===== src/rtl/mips_pkg.sv =====
// mips_pkg: shared encodings for the MIPS ID stage.
//   - opcode / funct constants for the supported instruction subset
//   - ALU operation encoding seen by EX
//   - destination-register select and the packed control bundle
package mips_pkg;

    localparam logic [5:0] OP_RTYPE = 6'h00;
    localparam logic [5:0] OP_LW    = 6'h23;
    localparam logic [5:0] OP_SW    = 6'h2B;
    localparam logic [5:0] OP_BEQ   = 6'h04;
    localparam logic [5:0] OP_ADDI  = 6'h08;

    localparam logic [5:0] FN_ADD = 6'h20;
    localparam logic [5:0] FN_SUB = 6'h22;
    localparam logic [5:0] FN_AND = 6'h24;
    localparam logic [5:0] FN_OR  = 6'h25;
    localparam logic [5:0] FN_SLT = 6'h2A;

    typedef enum logic [2:0] {
        ALU_ADD = 3'd0,
        ALU_SUB = 3'd1,
        ALU_AND = 3'd2,
        ALU_OR  = 3'd3,
        ALU_SLT = 3'd4
    } alu_op_e;

    typedef enum logic [1:0] {
        DST_NONE = 2'd0,
        DST_RD   = 2'd1,
        DST_RT   = 2'd2
    } dst_sel_e;

    typedef struct packed {
        logic    reg_write;
        logic    mem_read;
        logic    mem_write;
        logic    mem_to_reg;
        logic    alu_src;
        logic    branch;
        alu_op_e alu_op;
        logic    illegal;
    } ctrl_t;

endpackage


===== src/rtl/mips_ctrl_decode.sv =====
// mips_ctrl_decode: purely combinational main/ALU control decoder.
// Ports:
//   opcode, funct  in  instruction fields [31:26] and [5:0]
//   is_nop         in  the whole instruction word is zero
//   ctrl           out control bits, ALU op and illegal flag
//   uses_rs/rt     out instruction actually reads rs / rt (for hazard detection)
//   dst_sel        out which field (if any) names the destination register
module mips_ctrl_decode
    import mips_pkg::*;
(
    input  logic [5:0] opcode,
    input  logic [5:0] funct,
    input  logic       is_nop,
    output ctrl_t      ctrl,
    output logic       uses_rs,
    output logic       uses_rt,
    output dst_sel_e   dst_sel
);

    always_comb begin
        ctrl    = '0;
        uses_rs = 1'b0;
        uses_rt = 1'b0;
        dst_sel = DST_NONE;

        unique case (opcode)
            OP_RTYPE: begin
                uses_rs        = 1'b1;
                uses_rt        = 1'b1;
                dst_sel        = DST_RD;
                ctrl.reg_write = 1'b1;
                case (funct)
                    FN_ADD:  ctrl.alu_op = ALU_ADD;
                    FN_SUB:  ctrl.alu_op = ALU_SUB;
                    FN_AND:  ctrl.alu_op = ALU_AND;
                    FN_OR:   ctrl.alu_op = ALU_OR;
                    FN_SLT:  ctrl.alu_op = ALU_SLT;
                    default: begin
                        // Unsupported funct: kill everything. The all-zero
                        // word (sll $0,$0,0) is the canonical NOP, not illegal.
                        ctrl    = '0;
                        uses_rs = 1'b0;
                        uses_rt = 1'b0;
                        dst_sel = DST_NONE;
                        ctrl.illegal = !is_nop;
                    end
                endcase
            end
            OP_LW: begin
                uses_rs         = 1'b1;
                dst_sel         = DST_RT;
                ctrl.alu_src    = 1'b1;
                ctrl.mem_read   = 1'b1;
                ctrl.mem_to_reg = 1'b1;
                ctrl.reg_write  = 1'b1;
            end
            OP_SW: begin
                uses_rs        = 1'b1;
                uses_rt        = 1'b1;
                ctrl.alu_src   = 1'b1;
                ctrl.mem_write = 1'b1;
            end
            OP_BEQ: begin
                uses_rs     = 1'b1;
                uses_rt     = 1'b1;
                ctrl.branch = 1'b1;
                ctrl.alu_op = ALU_SUB;
            end
            OP_ADDI: begin
                uses_rs        = 1'b1;
                dst_sel        = DST_RT;
                ctrl.alu_src   = 1'b1;
                ctrl.reg_write = 1'b1;
            end
            default: ctrl.illegal = 1'b1;
        endcase
    end

endmodule


===== src/rtl/id_ex_stage.sv =====
// id_ex_stage: MIPS instruction decode plus ID/EX pipeline register.
// Ports:
//   clk, rst                       clock, synchronous active-high reset
//   id_valid/id_instr/id_pc4       IF/ID contents
//   flush                          branch taken in EX, squash ID
//   rf_readA/B, rf_A/B             register-bank read port (address out, data in)
//   wb_regWrite/wb_write/wb_data   write-back port, bypassed into the operands
//   stall                          load-use hazard, hold PC and IF/ID
//   ex_*                           registered operands and controls for EX
module id_ex_stage
    import mips_pkg::*;
#(
    parameter int XLEN  = 32,
    parameter int RADDR = 5
) (
    input  logic             clk,
    input  logic             rst,
    input  logic             id_valid,
    input  logic [XLEN-1:0]  id_instr,
    input  logic [XLEN-1:0]  id_pc4,
    input  logic             flush,
    output logic [RADDR-1:0] rf_readA,
    output logic [RADDR-1:0] rf_readB,
    input  logic [XLEN-1:0]  rf_A,
    input  logic [XLEN-1:0]  rf_B,
    input  logic             wb_regWrite,
    input  logic [RADDR-1:0] wb_write,
    input  logic [XLEN-1:0]  wb_data,
    output logic             stall,
    output logic             ex_valid,
    output logic [XLEN-1:0]  ex_A,
    output logic [XLEN-1:0]  ex_B,
    output logic [XLEN-1:0]  ex_imm,
    output logic [XLEN-1:0]  ex_pc4,
    output logic [RADDR-1:0] ex_rs,
    output logic [RADDR-1:0] ex_rt,
    output logic [RADDR-1:0] ex_dst,
    output logic             ex_regWrite,
    output logic             ex_memRead,
    output logic             ex_memWrite,
    output logic             ex_memToReg,
    output logic             ex_aluSrc,
    output logic             ex_branch,
    output logic [2:0]       ex_aluOp,
    output logic             ex_illegal
);

    logic [RADDR-1:0] rs, rt, rd, dst;
    logic [XLEN-1:0]  opa, opb, imm;
    ctrl_t            ctrl;
    logic             uses_rs, uses_rt, hazard;
    dst_sel_e         dst_sel;

    logic             ex_valid_q, ex_valid_d;
    logic [XLEN-1:0]  ex_a_q, ex_a_d, ex_b_q, ex_b_d;
    logic [XLEN-1:0]  ex_imm_q, ex_imm_d, ex_pc4_q, ex_pc4_d;
    logic [RADDR-1:0] ex_rs_q, ex_rs_d, ex_rt_q, ex_rt_d, ex_dst_q, ex_dst_d;
    ctrl_t            ex_ctrl_q, ex_ctrl_d;

    assign rs  = id_instr[25:21];
    assign rt  = id_instr[20:16];
    assign rd  = id_instr[15:11];
    assign imm = {{(XLEN-16){id_instr[15]}}, id_instr[15:0]};

    assign rf_readA = rs;
    assign rf_readB = rt;

    mips_ctrl_decode u_decode (
        .opcode  (id_instr[31:26]),
        .funct   (id_instr[5:0]),
        .is_nop  (id_instr == '0),
        .ctrl    (ctrl),
        .uses_rs (uses_rs),
        .uses_rt (uses_rt),
        .dst_sel (dst_sel)
    );

    always_comb begin
        dst = '0;
        case (dst_sel)
            DST_RD:  dst = rd;
            DST_RT:  dst = rt;
            default: dst = '0;
        endcase
    end

    // Operand select: the bank does not hardwire $0, and it writes at the
    // edge, so a same-cycle write-back must be bypassed past its stale read.
    always_comb begin
        opa = rf_A;
        if (rs == '0)                         opa = '0;
        else if (wb_regWrite && wb_write == rs) opa = wb_data;

        opb = rf_B;
        if (rt == '0)                         opb = '0;
        else if (wb_regWrite && wb_write == rt) opb = wb_data;
    end

    assign hazard = ex_valid_q && ex_ctrl_q.mem_read && (ex_dst_q != '0) && id_valid &&
                    ((uses_rs && ex_dst_q == rs) || (uses_rt && ex_dst_q == rt));

    // A wrong-path instruction is being squashed anyway, so it never stalls.
    assign stall = hazard && !flush;

    always_comb begin
        ex_valid_d = 1'b0;
        ex_a_d     = '0;
        ex_b_d     = '0;
        ex_imm_d   = '0;
        ex_pc4_d   = '0;
        ex_rs_d    = '0;
        ex_rt_d    = '0;
        ex_dst_d   = '0;
        ex_ctrl_d  = '0;
        if (!(flush || hazard)) begin
            ex_valid_d = id_valid;
            ex_a_d     = opa;
            ex_b_d     = opb;
            ex_imm_d   = imm;
            ex_pc4_d   = id_pc4;
            ex_rs_d    = rs;
            ex_rt_d    = rt;
            ex_dst_d   = dst;
            ex_ctrl_d  = id_valid ? ctrl : '0;
        end
    end

    always_ff @(posedge clk) begin
        if (rst) begin
            ex_valid_q <= 1'b0;
            ex_a_q     <= '0;
            ex_b_q     <= '0;
            ex_imm_q   <= '0;
            ex_pc4_q   <= '0;
            ex_rs_q    <= '0;
            ex_rt_q    <= '0;
            ex_dst_q   <= '0;
            ex_ctrl_q  <= '0;
        end else begin
            ex_valid_q <= ex_valid_d;
            ex_a_q     <= ex_a_d;
            ex_b_q     <= ex_b_d;
            ex_imm_q   <= ex_imm_d;
            ex_pc4_q   <= ex_pc4_d;
            ex_rs_q    <= ex_rs_d;
            ex_rt_q    <= ex_rt_d;
            ex_dst_q   <= ex_dst_d;
            ex_ctrl_q  <= ex_ctrl_d;
        end
    end

    assign ex_valid    = ex_valid_q;
    assign ex_A        = ex_a_q;
    assign ex_B        = ex_b_q;
    assign ex_imm      = ex_imm_q;
    assign ex_pc4      = ex_pc4_q;
    assign ex_rs       = ex_rs_q;
    assign ex_rt       = ex_rt_q;
    assign ex_dst      = ex_dst_q;
    assign ex_regWrite = ex_ctrl_q.reg_write;
    assign ex_memRead  = ex_ctrl_q.mem_read;
    assign ex_memWrite = ex_ctrl_q.mem_write;
    assign ex_memToReg = ex_ctrl_q.mem_to_reg;
    assign ex_aluSrc   = ex_ctrl_q.alu_src;
    assign ex_branch   = ex_ctrl_q.branch;
    assign ex_aluOp    = ex_ctrl_q.alu_op;
    assign ex_illegal  = ex_ctrl_q.illegal;

endmodule


===== config.mk =====
export PLATFORM = sky130hd
export DESIGN_NAME = id_ex_stage
export DESIGN_NICKNAME = d
export VERILOG_FILES = /design/src/rtl/mips_pkg.sv /design/src/rtl/mips_ctrl_decode.sv /design/src/rtl/id_ex_stage.sv
export SDC_FILE = /design/constraint.sdc
export NUM_CORES = 1
export LEC_CHECK = 0
export CAP_MARGIN = 20
export CORE_MARGIN = 10
export CORE_UTILIZATION = 42
export CTS_BUF_LIST = sky130_fd_sc_hd__clkbuf_2
export CTS_CLUSTER_SIZE = 20
export DETAILED_ROUTE_END_ITERATION = 8
export GPL_ROUTABILITY_DRIVEN = 0
export GPL_TIMING_DRIVEN = 0
export PLACE_DENSITY = 0.92
export RECOVER_POWER = 50
export SYNTH_ARGS = -nofsm -noshare
export SYNTH_HDL_FRONTEND = slang
export SYNTH_SLANG_ARGS = --single-unit

===== constraint.sdc =====
create_clock -name clk -period 4.5 [get_ports clk]
set_input_delay 0.9 -clock clk [delete_from_list [all_inputs] [get_ports clk]]
set_output_delay 0.9 -clock clk [all_outputs]
set_load 0.005 [all_outputs]

; Word level (Yosys, flattened, before mapping)
; Index checks and enable logic that the tools add are counted.
[op_classes]
bitwise = 1
mux = 18
n_eq_ne = 15
n_reduce_logical = 27
[ops]
columns = operator, n
row1 = $mux W32, 2
row2 = $eq A6 B6 Y1 const B, 7
row3 = $logic_not A32 Y1, 1
row4 = $eq A5 B5 Y1, 4
row5 = $pmux W1 S2, 8
row6 = $pmux W3 S4, 1
row7 = $reduce_or A3 Y1, 4
row8 = $logic_not A5 Y1, 2
row9 = $pmux W5 S2, 1
row10 = $logic_and A1 B1 Y1, 9
row11 = $pmux W4 S2, 1
row12 = $eq A6 B3 Y1 const B, 1
row13 = $eq A6 B4 Y1 const B, 1
row14 = $logic_not A6 Y1, 1
row15 = $mux W6, 1
row16 = $reduce_or A2 Y1, 3
row17 = $reduce_bool A5 Y1, 1
row18 = $reduce_or A5 Y1, 1
row19 = $pmux W2 S2, 1
row20 = $reduce_or A4 Y1, 1
row21 = $mux W1, 3
row22 = $eq A2 B1 Y1 const B, 1
row23 = $eq A2 B2 Y1 const B, 1
row24 = $logic_not A1 Y1, 2
row25 = 2 further kinds, 3
[totals]
regBits = 138
input_bits = 170
elab_cells = 77
out_inout_bits = 165

; Longest topological paths before layout
[logic_depth]
depth_word = 9
ltp_mapped = 9
mapped_depth_nobuf = 7

; Modules after synthesis
; From an unflattened synthesis, not the netlist that was laid out.
[hier_totals]
hier_cells = 497
area_unflattened_um2 = 5303.8
[modules_own_cells]
columns = module, instances, area_per_inst_um2, cells_each
row1 = id_ex_stage, 1, 4984.8, 452
row2 = mips_ctrl_decode, 1, 319.1, 45

; Worst setup path before layout
; Ideal clock, no wire load.
[synth_timing]
path_kind = input to output
startpoint = in id_instr[27]
endpoint = out stall
arrival_time_ps = 2373
slack_ps = 1227
stages = 7
n_path_buf = 2
cell_sequence = or3_1 -> mux2_2 -> nor4b_1 -> or3_1 -> buf_4 -> buf_4 -> and3b_1
[synth_via]
elab_chain_len = 7
word_cells_on_any_way = 14
classes_between = eq/ne (4) / mux (2) / reduce/logical (8)
[synth_rtl]
columns = element, line
row1 = "start, declared", id_ex_stage.sv:19  ; input logic [XLEN-1:0] id_instr,
row2 = $eq A6 B6 Y1 (tied with other cells), mips_ctrl_decode.sv:26  ; unique case (opcode)
row3 = $reduce_or A4 Y1 (no line) / $reduce_or A2 Y1 (equally long branches), n/a
row4 = $pmux W1 S2, mips_ctrl_decode.sv:26
row5 = $logic_and A1 B1 Y1, id_ex_stage.sv:100  ; ((uses_rs && ex_dst_q == rs) || (uses_rt && ex_dst_q == rt));
row6 = $logic_or A1 B1 Y1 (*), id_ex_stage.sv:100
row7 = $logic_and A1 B1 Y1 (*), id_ex_stage.sv:99  ; assign hazard = ex_valid_q && ex_ctrl_q.mem_read && (ex_dst_q != '0) && id_valid &&
row8 = $logic_and A1 B1 Y1 (*), id_ex_stage.sv:103  ; assign stall = hazard && !flush;
row9 = "end, declared", id_ex_stage.sv:29  ; output logic stall,
; Mark *: on every way between the ends. The rest lies on a longest branch, timed or not.

; Worst setup path after layout
[layout_timing]
startpoint = in id_instr[25]
endpoint = out stall
[layout_via]
elab_chain_len = 5
[layout_rtl]
columns = element, line
row1 = $eq A5 B5 Y1, id_ex_stage.sv:100
row2 = $logic_and A1 B1 Y1, id_ex_stage.sv:100
row3 = $logic_or A1 B1 Y1, id_ex_stage.sv:100
row4 = $logic_and A1 B1 Y1, id_ex_stage.sv:99
row5 = $logic_and A1 B1 Y1, id_ex_stage.sv:103
; Every way passes these cells.

==> metrics <==
Critical Path, Cell by Cell clkdlybuf4s50_1 -> xnor2_1 -> nand3_1 -> or3_1 -> a21oi_1 -> buf_2 -> and3b_1 -> clkdlybuf4s50_1; total gr overflow 0; Leak 3.80 nW; CTS Sinks 137; mapped cell area 0.00560 sq mm; dominant cells by area after synthesis dfxtp_1 49%, mux2i_1 11%, a211oi_1 8.8%; worst slew pin tran 0.794 ns; FILL cells 903; top cell type's share of synthesized area 49.0%; crit path max-delay cell type clkdlybuf4s50_1; nets 1,089; footprint of the multi-input gates 0.00235 sq mm; starting DRC count in detailed routing 249; die area 0.0184 sq mm; Worst EP arrival 3.45 ns; Post-CTS Resized 0; detailed placement HPWL 19.3 mm; crit path max fanout 19; CP startpoint kind primary input; initial antenna violation count 1; Core Box Area 0.0131 sq mm; top post-synthesis cells by count 137 x dfxtp_1, 66 x a211oi_1, 65 x a21oi_1, 65 x nand2_1, 64 x mux2i_1; Seq/Total Area, Yosys 49.0%; Root Buffer clkbuf_2; routed vias 5,712; Yosys reg bits 137; Avg Cell Area, Syn 9.88 sq um; Power, Total 2.66 mW; post-synth cell types 42; CTS Buf Count 17; share of layout cells above drive strength 1 9.14%; Post-Syn Instances 567; clock tree buffer depth 2; syn nets 739; Avg WL per Cell 21.4 microns; crit path kind primary input to output port; Clock Pin Slew Worst Setup and Hold Paths 0.20 ns; crit-path most repeated cell clkdlybuf4s50_1; setup violators final 0; crit end category output port; min Tclk post-route 4.35 ns; final clock skew 0.0346 ns; count of standard-cell rows 42; CP peak stage delay 0.64 ns; Final period util 96.8%; first-pass GRT wire length 34.8 mm; Slew headroom 47.1%; Setup WS post-layout 0.146 ns; Chip Width 136 microns; Initial Utilization 42.6%; number of synthesized flops with an enable pin 0; power density over the cells 282 mW/mm^2; H-tree Lvls 4; DP Area 0.00916 sq mm; final hold violation count 0; Hold Path Class primary input to flop; largest net degree at the start of global routing 20; Post-CTS Hold Fix Bufs 0; post-DR vias/cell 5.16; Synth-to-Final Area Change 68.3%; die height 136 microns; IO Pins 335; Synth Flop Type dfxtp_1; final instance area 0.00943 sq mm; Setup Fix Bufs, Post-CTS 0; remaining antenna violation count 0; leading area contributor after synthesis dfxtp_1; drt drc 0; RSZ-0062 raised after global routing false; later-pin clock latency in the skew report 0.71 ns; Post-Route WL 23.7 mm; 1st-pass router iterations 5; DP Worst Slack -0.171 ns; Synth Warn # 0; fmax 230 MHz; outcome complete, no violations; register area 0.00274 sq mm; Required @ worst endpoint 3.60 ns; CTS tree done; number of max-cap violations 0; async set or reset register ratio after synthesis 0%; GR Util All Layers 24.7%; Worst VDD drop 0.180 mV; max-slew violations 0; vias in the first global route 5,889; port bufs 333; top-count cell post-synth dfxtp_1
## kinds of logic (layout without fill, tap and decap cells)
kind of cell | Yosys count | count (layout) | share of synthesized area [%]
compound gates | 149 | 149 | 18.0
flops | 137 | 137 | 49.0
simple gates | 111 | 111 | 9.13
buf+inv | 82 | 445 | 8.53
mux | 66 | 66 | 11.8
xor+xnor | 20 | 20 | 3.13
fa+ha+maj | 2 | 2 | 0.447
other cells | 0 | 1 | 0
## worst paths after layout
check | from | endpoint | slack, ns | cells after the start
hold reg to reg | ex_valid | ex_B[6] | 0.98 | 4
setup reg to reg | ex_dst[0] | ex_pc4[27] | 1.90 | 8
setup / recovery | id_instr[25] | stall | 0.15 | 8
hold / removal | id_instr[2] | ex_imm[2] | 0.53 | 3
## flip-flops by register name (all words and copies together) (netlist names)
name,flops
ex_illegal,1
ex_branch,1
ex_memWrite,1
ex_rs,5
ex_rt,5
ex_A,32
ex_dst,5
ex_valid,1
ex_memRead,1
ex_B,32
ex_pc4,32
ex_aluOp,3
ex_aluSrc,1
ex_imm,16
ex_regWrite,1
## worst max-delay path, delay by kind of cell
kind	cells	cell delay, ns
AND/OR/NAND/NOR	3	0.67
buffers and inverters	3	1.55
XOR/XNOR	1	0.16
AO/OA/AOI/OAI	1	0.16
## per-stage QoR
step / util, % / setup TNS [ns] / hold slack [ns] / instances
after global routing: 71.8 / 0 / 0.484 / 1107
final: 71.8 / 0 / 0.529 / 1107
after floorplan: - / 0 / 0.869 / 567
after detailed placement: 69.7 / -0.171 / 0.983 / 1076
after CTS: 72.2 / 0 / 0.481 / 1107
after global placement: 69.7 / -0.147 / 0.977 / 1076
## final cells by class
type | count | area share [%]
Inverter | 4 | 0.159
Antenna cell | 1 | 0.0265
Sequential cell | 137 | 29.1
Multi-Input combinational cell | 348 | 24.9
Buffer | 76 | 4.56
Timing Repair Buffer | 333 | 35.4
Clock inverter | 14 | 2.59
Clock buffer | 18 | 0.955
Tap cell | 176 | 2.33
## per-layer routing
| layer | wire length [microns] | global-route usage [%] |
|---|---|---|
| met2 | 12200 | 44.2 |
| met3 | 2190 | 9.20 |
| met5 | 0 | 0 |
| met1 | 8740 | 26.1 |
| met4 | 561 | 8.43 |
## where the power goes
group / total, mW / internal (mW) / switching, mW
clock: 0.957 / 0.483 / 0.474
combinational: 0.430 / 0.265 / 0.165
sequential: 1.27 / 1.26 / 0.0119
total: 2.66 / 2.01 / 0.651
## layout by cell type (no fill, tap or decap), types with 3 or more instances in the layout
cell type,n
xnor2_1,7
nor2_1,10
clkdlybuf4s50_1,198
buf_2,14
dfxtp_1,137
a21oi_1,65
a2111oi_0,5
nand2b_1,3
inv_1,4
nor3_1,5
clkinvlp_4,3
dlygate4sd3_1,134
mux2i_1,64
nand3_1,5
buf_4,34
clkbuf_1,27
nor4_1,7
bufinv_16,6
nand2_1,65
or3_1,3
clkbuf_2,18
xor2_1,13
a22oi_1,5
a211oi_1,66
No activity file was read; power rests on OpenSTA's default activity.
